--- src/rtl/emesh_arb_pkg.sv ---
`default_nettype none
//------------------------------------------------------------------------------
// Module   : emesh_arb_pkg
// Purpose  : Shared definitions for the two-input emesh arbiter: output-slot
//            FSM encoding, transaction-counter width and a saturating
//            increment helper.
// Revision : 1.0 - initial release
//------------------------------------------------------------------------------
package emesh_arb_pkg;

   // Output slot occupancy: EMPTY means a new packet can always be taken
   typedef enum logic {
      EMPTY = 1'b0,
      FULL  = 1'b1
   } state_t;

   // Width of the per-requester accepted-transaction counters
   localparam int CNT_W = 16;

   // Counter ceiling; counters stick here instead of wrapping
   localparam logic [CNT_W-1:0] CNT_MAX = {CNT_W{1'b1}};

   // Increment that holds at CNT_MAX
   function automatic logic [CNT_W-1:0] sat_inc(input logic [CNT_W-1:0] v);
      if (v == CNT_MAX) begin
         return v;
      end
      return v + 1'b1;
   endfunction

endpackage : emesh_arb_pkg
`default_nettype wire

--- src/rtl/emesh_arb2_sel.sv ---
`default_nettype none
//------------------------------------------------------------------------------
// Module   : emesh_arb2_sel
// Purpose  : Combinational grant select for two requesters. A lone requester
//            always wins. On a tie the winner depends on the build:
//              EMESH_ARB2_RR_EN defined   -> round robin against last_gnt
//              EMESH_ARB2_RR_EN undefined -> requester 0 has fixed priority
//            gnt is one-hot, or zero when nobody requests.
// Revision : 1.0 - initial release
//------------------------------------------------------------------------------
module emesh_arb2_sel (
   input  logic [1:0] req,
   input  logic       last_gnt,
   output logic [1:0] gnt
);

   // Pick the winner from the current request pattern
   always_comb begin
      gnt = 2'b00;
      case (req)
         2'b01: gnt = 2'b01;
         2'b10: gnt = 2'b10;
         2'b11: begin
`ifdef EMESH_ARB2_RR_EN
            // last_gnt names the previous winner; give the tie to the other one
            gnt = last_gnt ? 2'b01 : 2'b10;
`else
            gnt = 2'b01;
`endif
         end
         default: gnt = 2'b00;
      endcase
   end

`ifndef EMESH_ARB2_RR_EN
   // Fixed priority ignores history; keep the port so both builds share a pinout
   logic unused_last_gnt;
   assign unused_last_gnt = last_gnt;
`endif

endmodule : emesh_arb2_sel
`default_nettype wire

--- src/rtl/emesh_arb2.sv ---
`default_nettype none
//------------------------------------------------------------------------------
// Module   : emesh_arb2
// Purpose  : Two-requester emesh arbiter feeding a single shared emaxi wr/rd
//            path through a one-entry output slot. Sustains one packet per
//            cycle when the downstream path does not stall. Keeps saturating
//            per-requester accepted-transaction counters.
// Config   : EMESH_ARB2_RR_EN - round-robin tie break (default: requester 0
//            has fixed priority).
// Revision : 1.0 - initial release
//------------------------------------------------------------------------------
module emesh_arb2
   import emesh_arb_pkg::*;
#(
   parameter int AW = 32,
   parameter int PW = 2*AW+40
) (
   input  logic             clk,
   input  logic             reset,
   // requester 0
   input  logic             access_in0,
   input  logic [PW-1:0]    packet_in0,
   output logic             wait_out0,
   // requester 1
   input  logic             access_in1,
   input  logic [PW-1:0]    packet_in1,
   output logic             wait_out1,
   // shared downstream path
   output logic             access_out,
   output logic [PW-1:0]    packet_out,
   input  logic             wait_in,
   // accepted-transaction counters
   output logic [CNT_W-1:0] cnt0,
   output logic [CNT_W-1:0] cnt1
);

   state_t            state;
   state_t            state_nxt;
   logic              last_gnt;
   logic              ready;
   logic [1:0]        req;
   logic [1:0]        gnt;
   logic              accept;
   logic              xfer0;
   logic              xfer1;
   logic [PW-1:0]     packet_q;
   logic [CNT_W-1:0]  cnt0_q;
   logic [CNT_W-1:0]  cnt1_q;

   // Slot can take a packet when empty, or when its occupant leaves this cycle
   assign ready = (state == EMPTY) | ~wait_in;

   assign req = {access_in1, access_in0};

   emesh_arb2_sel u_sel (
      .req      (req),
      .last_gnt (last_gnt),
      .gnt      (gnt)
   );

   // A transfer in needs a winner and a ready slot; nothing is taken in reset
   assign accept = ready & (|gnt) & ~reset;
   assign xfer0  = accept & gnt[0];
   assign xfer1  = accept & gnt[1];

   // Only a requester that lost arbitration is held off by the grant term;
   // an idle requester sees backpressure purely from slot readiness.
   assign wait_out0 = reset | ~ready | (access_in0 & ~gnt[0]);
   assign wait_out1 = reset | ~ready | (access_in1 & ~gnt[1]);

   // Slot state register
   always_ff @(posedge clk or posedge reset) begin
      if (reset) begin
         state <= EMPTY;
      end else begin
         state <= state_nxt;
      end
   end

   // Slot next-state: fill on accept, drain only when nothing replaces it
   always_comb begin
      state_nxt = state;
      case (state)
         EMPTY: begin
            if (accept) begin
               state_nxt = FULL;
            end
         end
         FULL: begin
            if (!accept && !wait_in) begin
               state_nxt = EMPTY;
            end
         end
         default: state_nxt = EMPTY;
      endcase
   end

   assign access_out = (state == FULL);

   // Capture the winning packet; hold it otherwise (including during stalls)
   always_ff @(posedge clk or posedge reset) begin
      if (reset) begin
         packet_q <= '0;
      end else if (accept) begin
         packet_q <= gnt[1] ? packet_in1 : packet_in0;
      end
   end

   assign packet_out = packet_q;

   // Remember the most recent winner; reset value lets requester 0 take the first tie
   always_ff @(posedge clk or posedge reset) begin
      if (reset) begin
         last_gnt <= 1'b1;
      end else if (accept) begin
         last_gnt <= gnt[1];
      end
   end

   // Saturating counters of accepted transfers per requester
   always_ff @(posedge clk or posedge reset) begin
      if (reset) begin
         cnt0_q <= '0;
         cnt1_q <= '0;
      end else begin
         if (xfer0) begin
            cnt0_q <= sat_inc(cnt0_q);
         end
         if (xfer1) begin
            cnt1_q <= sat_inc(cnt1_q);
         end
      end
   end

   assign cnt0 = cnt0_q;
   assign cnt1 = cnt1_q;

endmodule : emesh_arb2
`default_nettype wire
--- config.mk ---
export PLATFORM = sky130hd
export DESIGN_NAME = emesh_arb2
export DESIGN_NICKNAME = d
export VERILOG_FILES = /design/src/rtl/emesh_arb_pkg.sv /design/src/rtl/emesh_arb2_sel.sv /design/src/rtl/emesh_arb2.sv
export SDC_FILE = /design/constraint.sdc
export NUM_CORES = 1
export LEC_CHECK = 0
export ABC_AREA = 1
export CORE_MARGIN = 4
export CORE_UTILIZATION = 30
export DETAILED_ROUTE_END_ITERATION = 8
export DONT_BUFFER_PORTS = 1
export PLACE_DENSITY_LB_ADDON = 0.12
export SYNTH_ARGS = -nofsm -noshare
export SYNTH_HDL_FRONTEND = slang
export SYNTH_HIERARCHICAL = 1
export SYNTH_SLANG_ARGS = --single-unit
--- constraint.sdc ---
create_clock -name clk -period 16.7 [get_ports clk]
set_clock_uncertainty 0.2 [all_clocks]
set_input_delay 3.34 -clock clk [delete_from_list [all_inputs] [get_ports clk]]
set_output_delay 3.34 -clock clk [all_outputs]
set_load 0.005 [all_outputs]
# --- After elaboration in Yosys (flattened, before gate mapping) ---
# Cells that the tools add are included.
word_totals:
  input_bits: 213
  wordCells: 47
  out_inout_bits: 139
  register_bits: 137
op_classes:
  n_eq_ne: 7
  muxes: 11
  addsub: 2
  bitwise_logic: 16
  reduce_logical: 7
ops:
  columns: ["op", "n"]
  rows:
  - ["$mux 104", 1]
  - ["$add 16x1->16 const B", 2]
  - ["$eq 16x16->1 const B", 2]
  - ["$mux 16", 2]
  - ["$and 1x1->1", 6]
  - ["$mux 1", 6]
  - ["$not 1->1", 6]
  - ["$eq 2x2->1 const B", 2]
  - ["$ne 2x2->1 const B", 2]
  - ["$or 1x1->1", 4]
  - ["$pmux 2 s2", 1]
  - ["$reduce_and 2->1", 2]
  - ["$reduce_or 2->1", 2]
  - ["$eq 2x1->1 const B", 1]
  - ["$logic_not 1->1", 2]
  - ["$pmux 1 s2", 1]
  - ["$logic_and 1x1->1", 1]

# --- Depth between registers and ports, before layout ---
# Gate-level depths: netlist of the first run.
logic_depth:
  word_depth: 10
  ltp_mapped: 10
  ltp_nobuf: 9

# --- Modules after synthesis ---
# The synthesis of the first run kept the hierarchy.
by_module_without_submodules:
  columns: ["mod", "area_per_inst_um2", "cells_each", "seq_area_each_um2", "instances"]
  rows:
  - ["emesh_arb2", 6802.8, 877, 3454.6, 1]
  - ["emesh_arb2_sel", 11.3, 3, 0.0, 1]

# --- Least setup slack after synthesis of the first run ---
# Ideal clock, no wire load.
synth_timing:
  path_kind: "input -> output"
  startpoint: "input reset"
  endpoint: "output wait_out0"
  t_arrival_ns: 6.784
  setup_slack_ns: 6.376
  path_stages: 4
  required_ns: 13.160
  n_path_buf: 0
  path_cell_list: "inv_1 -> nand2_2 -> inv_1 -> nand2_1"
synth_between:
  elab_chain_cells: 2
synth_rtl:
  columns: ["item", "line", "text"]
  rows:
  - ["start, declared", "emesh_arb2.sv:19", "input logic reset,"]
  - ["$or 1x1->1 (2 in a row)", "emesh_arb2.sv:68", "assign wait_out0 = reset | ~ready | (access_in0 & ~gnt[0]);"]
  - ["end, declared", "emesh_arb2.sv:23", "output logic wait_out0,"]
# No other way between the ends.

# --- Final worst setup path of the first run ---
layout_timing:
  startpoint: "input reset"
  endpoint: "output wait_out1"
layout_between:
  elab_chain_cells: 2
layout_rtl:
  columns: ["item", "line", "text"]
  rows:
  - ["$or 1x1->1 (2 in a row)", "emesh_arb2.sv:69", "assign wait_out1 = reset | ~ready | (access_in1 & ~gnt[1]);"]
  - ["end, declared", "emesh_arb2.sv:27", "output logic wait_out1,"]
# No other way between the ends.

==> results of run 1 <==
## metrics by stage
stage / cells / instance area [um2]
after floorplan: 877 / 6780
after global placement: 1114 / 6930
after detailed placement: 1114 / 6930
after CTS: 1146 / 7540
after global routing: 1146 / 7540
final: 1146 / 7540
## power by group through the flow
stage               registers (mW)  logic [mW]  clock network [mW]
finish                       0.465       0.123               0.393
global route                 0.474       0.145               0.422
CTS                          0.468       0.125               0.406
detailed placement           0.473       0.126                   0
global placement             0.475       0.124                   0
floorplan                    0.443       0.109                   0
## worst max-delay path, delay by kind of cell
kind,cells,cell delay [ns]
and+or+nand+nor,2,0.31
buffers and inverters,2,0.55
## registers in the layout, summed over array words and instances (netlist names)
name        count
cnt1           16
access_out      1
cnt0           16
packet_out    104
## area by class of cell
| cell class | count | share of cell area (%) |
|---|---|---|
| clock inverters | 13 | 2.09 |
| inverters | 42 | 2.19 |
| well taps | 280 | 4.65 |
| multi-input cells | 648 | 38.9 |
| flip-flops and latches | 137 | 45.5 |
| clock buffers | 19 | 6.01 |
| repair buffers | 7 | 0.697 |
## worst min path at each step
stage	start	end	cells past startpoint
after CTS	cnt0[8]	cnt0[8]	1
after global routing	packet_out[79]	packet_out[79]	2
after detailed placement	cnt0[8]	cnt0[8]	1
after global placement	cnt0[8]	cnt0[8]	1
final	packet_out[25]	packet_out[25]	2
after floorplan	cnt1[14]	cnt1[14]	2
## routing by layer
metal	vias to the layer above	wire (um)	GRT usage [%]
met3	22	1880	6.41
met4	0	461	5.65
met5	-	0	0
met2	232	11000	28.8
li1	2791	-	-
met1	2616	8720	20.3
==> results.md, run 1 <==
* TritonCTS clock tree: built
* Worst-Margin Slew at 1.00 ns
* Clock tree buffer depth at 2
* DR pass1 iterations at 6
* Area of the multi-input gates at 0.00293 mm2
* Most frequent cells in the layout: nand2_1, nor2_1, dfrtp_1
* IO buf count at 0
* Ys Warns at 6
* R2r endpoint: packet_out[76]
* Clock Sinks at 137
* Global-route wire length before repair at 33000 um
* # setup viols final at 0
* Clock transition at path regs at 0.06 ns
* Share of post-route cells with drive strength above 1 at 6.70%
* F_max at 0.128 GHz
* Largest net degree at the start of global routing at 108
* Worst-Skew Late Latency at 0.42 ns
* Postcts setup bufs at 0
* Pwr Total at 0.981 mW
* Psw at 0.307 mW
* Place WS at 8.84 ns
* Via Count at 5661
* Max_slew headroom at 33.1%
* RSZ-0062 raised after global routing: no
* Slowest stage cell on the critical path: inv_6
* CP Launch Point: reset
* Die area at 0.0251 mm2
* Tcrit/Tclk final at 46.9%
* Setup TNS Final at 0 ns
* Core Region at 0.0220 mm2
* GR Overflow Total at 0
* Number of global-route vias before repair at 5533
* Mapped Avg Cell Area at 7.73 um2
* # resized after CTS at 0
* PD cells at 130 mW/mm2
* Switching share of total power at 31.3%
* Root buf cell: clkbuf_16
* Total GRT Usage at 17.1%
* R2R setup slack at 13.92 ns
* Worst-case reg-to-reg path depth at 6
* Synthesized cell area at 0.00678 mm2
* CP Class: in -> out
* Diodes inserted at 0
* # fillers at 2356
* Register area at 0.00343 mm2
* Gpl congestion at 0.836
* IO Count at 352
* Tightest Hold Check Type: reg -> reg
* Tmin final at 7.83 ns
* DR vias/cell at 4.94
* Post-Synthesis Cells at 877
* Status: completed
* H-tree depth at 4
* Die width at 158 um
* CP required at 13.16 ns
* Critical path launch point type: input pin
* Power Internal at 0.674 mW
* DR iter-0 viols at 283
* TritonCTS Buffers at 17
* Leak Pwr at 3.30 nW
* Post-layout util at 34.2%
* WHS at 0.372 ns
* Largest vdd supply drop at 0.0480 mV
* Worst Setup EP: wait_out1
* Detailed placer's ending HPWL at 16100 um
* Clock Power Share at 40.1%
* Number of max-cap violations at 0
* CP Capture Type: output port
* Per-cell routed wire length at 19.2 um
* Commonest non-fill, non-tap cell in the layout: nand2_1
* Max FO, Critical Path at 74
* Drt drc at 0
* Num rows at 54
* Nets at 1068
* Max stage delay on crit path at 0.44 ns
* Worst setup margin at 8.87 ns
* Gate power share at 12.5%
* Worst path cell trace: inv_6 -> nand2_2 -> inv_1 -> nand2_1
* Final hold vios at 0
* CTS Hold Buffers Added at 0
* Pins Over Slew Limit at 0
* Flop pwr share at 47.4%
* Post-Syn Nets at 1092
* Synthesis-to-layout area growth at 11.2%
* DRT Wirelength at 22000 um
* RR Startpoint: access_out
* Post-route antenna net violation count at 0
* Initial Util at 30.8%
* Critical Path AT at 4.29 ns
* Die Height at 158 um
* Initial antenna violation count at 0
No activity file was read; power rests on OpenSTA's default activity.
==> run 2, diff against run 1 <==
--- a/config.mk
+++ b/config.mk
@@ -5,7 +5,7 @@
 export SDC_FILE = /design/constraint.sdc
 export NUM_CORES = 1
 export LEC_CHECK = 0
-export ABC_AREA = 1
+export ABC_AREA = 0
 export CORE_MARGIN = 4
 export CORE_UTILIZATION = 30
 export DETAILED_ROUTE_END_ITERATION = 8
==> constraint.sdc (replaced) <==
create_clock -name clk -period 6.4 [get_ports clk]
set_clock_uncertainty 0.2 [all_clocks]
set_input_delay 1.28 -clock clk [delete_from_list [all_inputs] [get_ports clk]]
set_output_delay 1.28 -clock clk [all_outputs]
set_load 0.005 [all_outputs]
==> run 2 against run 1 <==
  * Count of clock-buffer cells in the layout grew 1
  * Register-to-register slack lost 10 ns
  * Hold slack lost 0.047 ns
  * Flip-flop and latch count is the same
  * Global-route usage shrank 3.4 points
  * Synthesized cell count shrank 31%
  * Sequential power grew to 2.6 times the previous value
  * Design area shrank 2.9%
  * Combinational power grew 140%
  * Critical path depth shrank 1
  * Critical endpoint unchanged
  * Largest cell class unchanged
  * Largest power group unchanged
==> results.md, run 2 <==
* Worst-Margin Slew at 1.03 ns (was 1.00 ns)
* Max_slew headroom at 31.5% (was 33.1%)
* Commonest non-fill, non-tap cell in the layout: dfrtp_1 (was nand2_1)
* TritonCTS clock tree: built (unchanged)
* Detailed placer's ending HPWL at 12900 um (was 16100 um)
* Max FO, Critical Path at 44 (was 74)
* Tightest Hold Check Type: reg -> reg (unchanged)
* Per-cell routed wire length at 19.4 um (was 19.2 um)
* Cells after DPL at 853 (was 1114)
* CP required at 4.92 ns (was 13.16 ns)
* Final hold vios at 0 (unchanged)
* Worst-Skew Late Latency at 0.41 ns (was 0.42 ns)
* PD cells at 347 mW/mm2 (was 130 mW/mm2)
* TritonCTS Buffers at 17 (unchanged)
* Root buf cell: clkbuf_16 (unchanged)
* IO Count at 352 (unchanged)
* WHS Path Cells at 1 (was 2)
* Critical path launch point type: input pin (unchanged)
* Largest vdd supply drop at 0.140 mV (was 0.0480 mV)
* R2r endpoint: packet_out[44] (was packet_out[76])
* CTS Hold Buffers Added at 0 (unchanged)
* # fillers at 2107 (was 2356)
* Diodes inserted at 0 (unchanged)
* Drt drc at 0 (unchanged)
* Area of the multi-input gates at 0.00285 mm2 (was 0.00293 mm2)
* Share of post-route cells with drive strength above 1 at 8.70% (was 6.70%)
* Synthesized cell area at 0.00644 mm2 (was 0.00678 mm2)
* RR Startpoint: access_out (unchanged)
* # resized after CTS at 0 (unchanged)
* Die width at 155 um (was 158 um)
* Pins Over Slew Limit at 0 (unchanged)
* Number of max-cap violations at 0 (unchanged)
* Design area at 0.00732 mm2 (was 0.00754 mm2)
* DR pass1 iterations at 4 (was 6)
* CP Class: in -> out (unchanged)
* H-tree depth at 4 (unchanged)
* Gpl congestion at 0.733 (was 0.836)
* Initial Util at 30.6% (was 30.8%)
* IO buf count at 0 (unchanged)
* Min-delay src: cnt0[15] (was packet_out[25])
* Status: completed (unchanged)
* Leak Pwr at 3.09 nW (was 3.30 nW)
* CP Capture Type: output port (unchanged)
* Postcts setup bufs at 0 (unchanged)
* Clock transition at path regs at 0.06 ns (about the same)
* Most frequent cells in the layout: dfrtp_1, nor2_1, a21oi_1 (was nand2_1, nor2_1, dfrtp_1)
* Total GRT Usage at 13.8% (was 17.1%)
* Largest net degree at the start of global routing at 107 (was 108)
* F_max at 0.271 GHz
* Post-Place Cell Area at 0.00669 mm2 (was 0.00693 mm2)
* Post-route antenna net violation count at 0 (unchanged)
* Clock tree buffer depth at 2 (unchanged)
* DR iter-0 viols at 277 (was 283)
* # setup viols final at 0 (unchanged)
* Largest register FFs at 104 (unchanged)
* RSZ-0062 raised after global routing: no (unchanged)
* DR vias/cell at 4.96 (was 4.94)
* Mapped Avg Cell Area at 10.6 um2 (was 7.73 um2)
* Die Height at 155 um (was 158 um)
* Clock Sinks at 137 (unchanged)
* Synthesis-to-layout area growth at 13.6% (was 11.2%)
* Number of global-route vias before repair at 4399 (was 5533)
* Core Region at 0.0211 mm2 (was 0.0220 mm2)
* Worst-case reg-to-reg path depth at 5 (was 6)
* Global-route wire length before repair at 25800 um (was 33000 um)
* Critical Path AT at 2.21 ns (was 4.29 ns)
* Initial antenna violation count at 0 (unchanged)
* Hold Path End: cnt0[15] (was packet_out[25])
* Post-Synthesis Cells at 609 (was 877)
* Num rows at 53 (was 54)
* R2R setup slack at 3.96 ns (was 13.92 ns)
* Ys Warns at 6 (unchanged)
* Via Count at 4387 (was 5661)
* Register area at 0.00343 mm2 (unchanged)
* Tcrit/Tclk final at 57.7%
* GR Overflow Total at 0 (unchanged)
* DRT Wirelength at 17100 um (was 22000 um)
* Tmin final at 3.69 ns
* Pwr Total at 2.54 mW (was 0.981 mW)
* Nets at 812 (was 1068)
* Post-Layout Cell Count at 884 (was 1146)
* Die area at 0.0239 mm2 (was 0.0251 mm2)
* Setup TNS Final at 0 ns (unchanged)
* Post-Syn Nets at 824 (was 1092)
[run 2: critical path, stage by stage]
cell and delay (ns):
nor2b_4 0.11, buf_4 0.53, o21ai_0 0.28
[run 2: power breakdown]
part,switching (mW),internal (mW)
logic,0.160,0.131
registers,0.181,1.02
clock network,0.375,0.671
total,0.716,1.83
[run 2: stage by stage]
stage | util, % | hold WS, ns | setup WS (ns)
after floorplan | - | 0.284 | 1.25
after global placement | 31.7 | 0.316 | 2.59
after detailed placement | 31.7 | 0.319 | 2.48
after CTS | 34.7 | 0.332 | 2.67
after global routing | 34.7 | 0.364 | 2.61
final | 34.7 | 0.325 | 2.71
[run 2: metal layers]
metal  part of all wire, %  wire length [um]  vias to the layer above  track usage [%]
met5                     0                 0                        -                0
met4                  0.77               132                        0             2.86
met3                    10              1720                       11             6.13
met2                    53              9060                      207             23.7
met1                    36              6210                     2057             15.9
li1                      -                 -                     2112                -
[run 2: worst max-delay path by stage]
stage / depth (start not counted) / from / end / slack (ns)
2_1_floorplan: 1 / reset / access_out / 1.25
3_3_place_gp: 6 / access_in1 / packet_out[94] / 2.59
3_5_place_dp: 5 / access_in1 / packet_out[44] / 2.48
4_1_cts: 3 / access_in1 / wait_out1 / 2.67
5_1_grt: 3 / access_in1 / wait_out1 / 2.61
6_report: 3 / access_in1 / wait_out1 / 2.71
[run 2: area by class of cell]
cell class	count	share of cell area, %
inverters	4	0.274
flip-flops and latches	137	46.9
multi-input cells	431	39.0
clock buffers	20	6.24
repair buffers	6	0.616
well taps	275	4.70
clock inverters	11	2.34
